`src/rtl/fir_serial_mac_2bank.sv`:
```
// Time-multiplexed FIR filter: a single multiplier-accumulator walks all TAPS
// coefficients per sample, reading from one of two runtime-loadable banks.
module fir_serial_mac_2bank #(
  parameter int TAPS      = 51,
  parameter int DATA_W    = 16,
  parameter int COEF_W    = 16,
  parameter int ACC_W     = DATA_W + COEF_W + $clog2(TAPS),
  parameter int OUT_SHIFT = 0,
  parameter int OUT_W     = 38
) (
  input  logic                     clk,
  input  logic                     rst_n,
  input  logic                     s_valid,
  output logic                     s_ready,
  input  logic signed [DATA_W-1:0] s_data,
  input  logic                     bank_sel,
  input  logic                     coef_we,
  input  logic                     coef_bank,
  input  logic [$clog2(TAPS)-1:0]  coef_addr,
  input  logic signed [COEF_W-1:0] coef_wdata,
  output logic                     coef_err,
  output logic                     m_valid,
  output logic signed [OUT_W-1:0]  m_data,
  output logic                     sat_flag,
  output logic                     busy
);

  localparam int AW  = $clog2(TAPS);
  localparam int AW1 = AW + 1;
  localparam int PW  = DATA_W + COEF_W;
  // Working width for rounding/clipping: one guard bit over whichever is wider.
  localparam int SW  = (ACC_W + 1 > OUT_W) ? ACC_W + 1 : OUT_W + 1;

  localparam logic [AW-1:0]        LAST   = AW'(TAPS - 1);
  localparam logic [AW:0]          TAPS_L = AW1'(TAPS);
  localparam logic signed [SW-1:0] RND    =
    (OUT_SHIFT > 0) ? (SW'(1) << ((OUT_SHIFT > 0) ? OUT_SHIFT - 1 : 0)) : '0;
  localparam logic signed [SW-1:0] OMAX   = {{(SW-OUT_W+1){1'b0}}, {(OUT_W-1){1'b1}}};
  localparam logic signed [SW-1:0] OMIN   = ~OMAX;

  typedef enum logic [1:0] {IDLE, MAC, OUT} state_t;

  state_t                   state, state_nx;
  logic signed [DATA_W-1:0] dline [TAPS];
  logic signed [COEF_W-1:0] coef  [2][TAPS];
  logic [AW-1:0]            wr_ptr, rd_ptr, k;
  logic                     act_bank;
  logic signed [ACC_W-1:0]  acc;
  logic signed [DATA_W-1:0] x_rd;
  logic signed [COEF_W-1:0] h_rd;
  logic signed [PW-1:0]     prod;
  logic [OUT_W:0]           sat_res;
  logic                     accept, addr_bad, bank_locked;

  function automatic logic signed [SW-1:0] round_shift(input logic signed [ACC_W-1:0] a);
    logic signed [SW-1:0] e;
    e = SW'(a);
    round_shift = (e + RND) >>> OUT_SHIFT;
  endfunction

  // Returns {clipped, value}.
  function automatic logic [OUT_W:0] saturate(input logic signed [SW-1:0] r);
    if (r > OMAX)      saturate = {1'b1, OMAX[OUT_W-1:0]};
    else if (r < OMIN) saturate = {1'b1, OMIN[OUT_W-1:0]};
    else               saturate = {1'b0, r[OUT_W-1:0]};
  endfunction

  always_ff @(posedge clk or negedge rst_n) begin
    if (!rst_n) state <= IDLE;
    else        state <= state_nx;
  end

  always_comb begin
    state_nx = state;
    s_ready  = 1'b0;
    busy     = 1'b0;
    case (state)
      IDLE: begin
        s_ready = 1'b1;
        if (s_valid) state_nx = MAC;
      end
      MAC: begin
        busy = 1'b1;
        if (k == LAST) state_nx = OUT;
      end
      OUT: begin
        busy     = 1'b1;
        state_nx = IDLE;
      end
      default: state_nx = IDLE;
    endcase
  end

  assign accept      = s_valid & s_ready;
  assign addr_bad    = {1'b0, coef_addr} >= TAPS_L;
  assign bank_locked = busy && (coef_bank == act_bank);

  // Coefficient banks: the bank feeding the current pass is frozen while busy.
  always_ff @(posedge clk or negedge rst_n) begin
    if (!rst_n) begin
      coef_err <= 1'b0;
      for (int b = 0; b < 2; b++)
        for (int t = 0; t < TAPS; t++)
          coef[b][t] <= '0;
    end else begin
      coef_err <= coef_we & (addr_bad | bank_locked);
      if (coef_we && !addr_bad && !bank_locked)
        coef[coef_bank][coef_addr] <= coef_wdata;
    end
  end

  // MAC stage: x[n-k] walks backwards from the newest sample.
  assign x_rd = dline[rd_ptr];
  assign h_rd = coef[act_bank][k];
  assign prod = PW'(x_rd) * PW'(h_rd);

  always_ff @(posedge clk or negedge rst_n) begin
    if (!rst_n) begin
      for (int t = 0; t < TAPS; t++) dline[t] <= '0;
      wr_ptr   <= '0;
      rd_ptr   <= '0;
      k        <= '0;
      act_bank <= 1'b0;
      acc      <= '0;
    end else begin
      case (state)
        IDLE: if (accept) begin
          dline[wr_ptr] <= s_data;
          rd_ptr        <= wr_ptr;
          act_bank      <= bank_sel;
          acc           <= '0;
          k             <= '0;
        end
        MAC: begin
          acc    <= acc + ACC_W'(prod);
          k      <= (k == LAST) ? '0 : k + 1'b1;
          rd_ptr <= (rd_ptr == '0) ? LAST : rd_ptr - 1'b1;
          if (k == LAST) wr_ptr <= (wr_ptr == LAST) ? '0 : wr_ptr + 1'b1;
        end
        default: ;
      endcase
    end
  end

  // Output stage: round half up, shift, clip to OUT_W.
  assign sat_res = saturate(round_shift(acc));

  always_ff @(posedge clk or negedge rst_n) begin
    if (!rst_n) begin
      m_valid  <= 1'b0;
      m_data   <= '0;
      sat_flag <= 1'b0;
    end else begin
      m_valid <= (state == OUT);
      if (state == OUT) begin
        m_data   <= sat_res[OUT_W-1:0];
        sat_flag <= sat_res[OUT_W];
      end
    end
  end

endmodule

```
`config.mk`:
```
export PLATFORM = sky130hd
export DESIGN_NAME = fir_serial_mac_2bank
export DESIGN_NICKNAME = d
export VERILOG_FILES = /design/src/rtl/fir_serial_mac_2bank.sv
export SDC_FILE = /design/constraint.sdc
export NUM_CORES = 2
export LEC_CHECK = 0
export ABC_CLOCK_PERIOD_IN_PS = 14300
export CAP_MARGIN = 25
export CORE_ASPECT_RATIO = 0.7
export CORE_UTILIZATION = 45
export DETAILED_ROUTE_END_ITERATION = 10
export GPL_TIMING_DRIVEN = 0
export HOLD_SLACK_MARGIN = 0.08
export PLACE_DENSITY_LB_ADDON = 0.15
export SLEW_MARGIN = 20
export SYNTH_ARGS = -nofsm -noshare
export SYNTH_HDL_FRONTEND = slang
export SYNTH_SLANG_ARGS = --single-unit
```
`constraint.sdc`:
```
create_clock -name clk -period 14.3 [get_ports clk]
set_input_delay 2.145 -clock clk [delete_from_list [all_inputs] [get_ports clk]]
set_output_delay 2.145 -clock clk [all_outputs]
set_load 0.05 [all_outputs]
```
==> summary.md <==
The flow ran to the end, and the final reports show no timing, DRC or antenna violations. The tools report the number of failing hold endpoints at the final stage as 0. The finished cells cover 144,000 um^2.

The count of mapped cells out of synthesis came out at 8,625. The number of buffers created by CTS came out at 271. For the number of maximum-capacitance constraint violations, the log shows 0.

Measured in cells, the most critical reg-to-reg path has a length of 30. The power per standard cell area was 155 nW/um^2. The logs give 14,300 uW for the design internal power and 0 for the Yosys warning count. The min-delay analysis places its worst path in the category flop to flop. The number of gates resized after CTS was 0. The tools report the maximum clock frequency as 74.5 MHz. The root buffer selected by CTS is sky130_fd_sc_hd__clkbuf_16. In this run, post-CTS hold repair placed 0 buffers.

The clock share of power was 0.326. The switching share of power works out to 0.361. The cell type with the highest aggregate area in the netlist is sky130_fd_sc_hd__dfrtp_1.

Among all flip-flop cells after synthesis, the most frequent one is sky130_fd_sc_hd__dfrtp_1. Leaving out fill and tap cells, the most frequent cell in the layout is sky130_fd_sc_hd__dfrtp_1. Counting tap cells, the placed design contains a total of 12,600 instances.

The tools report the DRC violation total after the first TritonRoute iteration as 8,969. Counting flops and latches in the post-synthesis netlist gives 2,548. For this run, the slowest stage of the critical path takes 1.00 ns.

The logs give 82,800 for the number of global-route vias before repair and 0 for the overflow left after global routing. Data on the critical path is required at its endpoint by 15.02 ns. After the flow finishes, the layout carries non-filler instances totaling 13,100. The static leakage was 0.0690 uW; the die span in y was 448 um.

On the critical path, the stage with the largest delay is an instance of sky130_fd_sc_hd__o311ai_0. Dividing the synthesized area by the synthesized cell count gives 14.8 um^2. The effective utilization at floorplan came out at 0.453. The logs give 0 for the number of slew-limit violations in the final report and 87 for the count of boundary I/O pins. In the layout the commonest cells are 2,548 x sky130_fd_sc_hd__dfrtp_1, 2,494 x sky130_fd_sc_hd__mux2_2, 615 x sky130_fd_sc_hd__mux4_2.

The overall via count from detail_route is 81,600, and the synthesis-to-finish area growth is 12.5%. Number of antenna violations at the first check in global routing: 43. The register share of total power was 0.357.

Subtracting the final worst setup slack from the clock period gives 13.43 ns. The net count of the finished layout is 9,529. The floorplan step defined a core boundary enclosing 282,000 um^2. The count of buffers inserted at the top-level ports came out at 68. In this run the worst path has a maximum fanout of 10. TritonCTS built the clock tree. For this block, the routed nets add up to 468 mm of wire. The analysis attributes to net switching a power of 8060 uW. The worst setup path is captured at a flop. In the routed layout, each cell is associated on average with a via count of 6.25. Fill cells in the final layout number 23,700. Average routed wire per standard cell: 35.9 um. For the residual antenna-violating net count after detailed routing, the log shows 0. The most frequent cell on the critical path was sky130_fd_sc_hd__fa_1. The share of Yosys cell area claimed by the top area cell type works out to 0.499. Clock-pin slew was measured on the worst setup and hold paths at 0.06 ns. The number of enable flip-flop cells after synthesis was 0; the worst slew margin relative to its limit was 0.197. After routing, the total negative slack on setup checks comes to 0 ns. The cell area that synthesis handed to floorplanning was 128,000 um^2.

The power after layout came out at 22,300 uW. The worst voltage drop across the vdd grid came out at 91.4 uV. STA classifies the critical path startpoint as a flop. Fraction of final layout cells with drive strength greater than 1: 0.439. Before antenna repair, the detailed router went through 6 iterations. The number of nets handed over by synthesis was 9,111. The total die area is 286,000 um^2. Setup repair after global routing left no endpoint under its margin.

Maximum root-to-sink buffer count: 4. The hold path depth works out to 1. The final routed DRC violation total came out at 0. The fraction of registers with async set or reset after synthesis is 1.00, and the share of the yosys chip area belonging to registers is 0.499. Maximum number of pins on one net before global-route repair: 152. The H-tree was split into 5 levels. The final weighted congestion in routability-driven placement was 1.01; the floorplan die width was 639 um. For the clock insertion delay at the later pin of the skew report, the log shows 0.89 ns. Detailed placement ended at an HPWL of 344 mm. Sorting the synthesized cells by area gives the leading types as sky130_fd_sc_hd__dfrtp_1 50%, sky130_fd_sc_hd__mux2_2 22%, sky130_fd_sc_hd__mux4_2 11%. The tools report the cell area after placement as 135,000 um^2. The worst setup path is of the flop to flop kind. Clock tree synthesis found a total of 2,548 sinks.

The final cycle utilization of the critical path was 0.939; the setup violation total in the final timing report was 0. In this run, distinct cell masters in the synthesized netlist total 87. The first global-routing pass estimated 655 mm of wire.

Data arrives at the worst endpoint at 14.14 ns. The tools report the post-CTS setup buffer count as 0. Transition time at the pin with the least slew margin: 1.19 ns.

The initialized floorplan defines 163 standard-cell rows. The run gives 0.317 as the portion of total power attributed to combinational logic. On the final layout, the worst clock skew is 0.0483 ns. Overall track demand over capacity in global routing: 0.329.
critical path: cells and delay by family (launching register included):
kind                     cells  cell delay [ns]
adder cells (fa/ha/maj)      7             3.32
AO/OA/AOI/OAI                9             4.01
AND/OR/NAND/NOR              3             0.50
buffers and inverters        8             3.66
multiplexers                 3             1.27
flip-flops                   1             0.37
cell type report:
class / count / area (um^2) / share of cell area
flip-flops and latches: 2548 / 63800 / 0.443
multi-input cells: 5000 / 59300 / 0.412
clock buffers: 393 / 7910 / 0.0550
well taps: 3795 / 4750 / 0.0330
plain buffers: 694 / 3540 / 0.0246
repair buffers: 145 / 2140 / 0.0149
inverters: 383 / 1440 / 0.0100
clock inverters: 75 / 956 / 0.00665
diodes: 21 / 52.6 / 0.000365
cell usage after synthesis (10+ instances only):
cell type / number
sky130_fd_sc_hd__nor2_2: 47
sky130_fd_sc_hd__inv_1: 382
sky130_fd_sc_hd__xor2_1: 10
sky130_fd_sc_hd__xnor2_1: 24
sky130_fd_sc_hd__buf_2: 108
sky130_fd_sc_hd__mux4_2: 615
sky130_fd_sc_hd__nor3_1: 12
sky130_fd_sc_hd__o21ai_0: 110
sky130_fd_sc_hd__mux2i_1: 196
sky130_fd_sc_hd__o221ai_1: 35
sky130_fd_sc_hd__a21o_1: 22
sky130_fd_sc_hd__dfrtp_1: 2548
sky130_fd_sc_hd__a21oi_1: 93
sky130_fd_sc_hd__fa_1: 322
sky130_fd_sc_hd__o31ai_1: 11
sky130_fd_sc_hd__nor2b_1: 35
sky130_fd_sc_hd__clkbuf_1: 417
sky130_fd_sc_hd__ha_1: 120
sky130_fd_sc_hd__nand3_1: 24
sky130_fd_sc_hd__a31oi_1: 13
sky130_fd_sc_hd__nand2b_1: 53
sky130_fd_sc_hd__o211ai_1: 10
sky130_fd_sc_hd__o22ai_1: 28
sky130_fd_sc_hd__mux4_1: 19
sky130_fd_sc_hd__and2_1: 12
sky130_fd_sc_hd__nor2_1: 302
sky130_fd_sc_hd__buf_6: 29
sky130_fd_sc_hd__buf_4: 100
sky130_fd_sc_hd__nand2_2: 43
sky130_fd_sc_hd__buf_1: 29
sky130_fd_sc_hd__nand2_1: 184
sky130_fd_sc_hd__and3_1: 13
sky130_fd_sc_hd__mux2_2: 2494
sky130_fd_sc_hd__a211oi_1: 17
state kept, by name (all words and copies together) (netlist names), 2 cells and up:
register / cells
coef: 1632
m_data: 38
acc: 38
k: 6
wr_ptr: 6
state: 2
rd_ptr: 6
dline: 816
power by group through the flow:
| stage | sequential [uW] | clock, uW | combinational (uW) |
|---|---|---|---|
| 2_1_floorplan | 7980 | 0 | 3750 |
| 3_3_place_gp | 8210 | 0 | 6640 |
| 3_5_place_dp | 8090 | 0 | 6860 |
| 4_1_cts | 7960 | 7330 | 6880 |
| 5_1_grt | 8020 | 7620 | 7330 |
| 6_report | 7970 | 7270 | 7070 |
cells by family after synthesis:
group | synth area share
AO/OA/AOI/OAI | 0.0211
XOR/XNOR | 0.00233
adder cells (fa/ha/maj) | 0.0622
buffers and inverters | 0.0383
flip-flops | 0.499
multiplexers | 0.348
AND/OR/NAND/NOR | 0.0296
final timing paths:
path / slack, ns / start / end
setup reg to reg: 0.87 / k[0]$_DFFE_PN0P_ / acc[36]$_DFFE_PN0P_
setup / recovery: 0.87 / k[0]$_DFFE_PN0P_ / acc[36]$_DFFE_PN0P_
max in group asynchronous: 9.18 / rst_n / coef[522]$_DFFE_PN0P_
hold / removal: 0.50 / coef[801]$_DFFE_PN0P_ / coef[801]$_DFFE_PN0P_
min in group asynchronous: 1.22 / rst_n / m_data[28]$_DFFE_PN0P_
hold reg to reg: 0.50 / coef[801]$_DFFE_PN0P_ / coef[801]$_DFFE_PN0P_
metrics by stage:
stage | hold slack [ns] | worst slack (ns) | utilization
3_3_place_gp | 0.479 | -104.40 | 0.472
2_1_floorplan | 0.465 | 5.98 | -
6_report | 0.498 | 0.874 | 0.510
3_5_place_dp | 0.488 | 1.39 | 0.478
5_1_grt | 0.509 | 0.870 | 0.510
4_1_cts | 0.501 | 1.36 | 0.509
layer usage:
layer	wire length [um]	track usage	vias to the layer above
met1	209000	0.490	45000
met3	59200	0.132	710
li1	-	-	31900
met5	122	0.00220	-
met2	183000	0.428	4061
met4	16400	0.112	8
(Power assumes the default switching activity.)
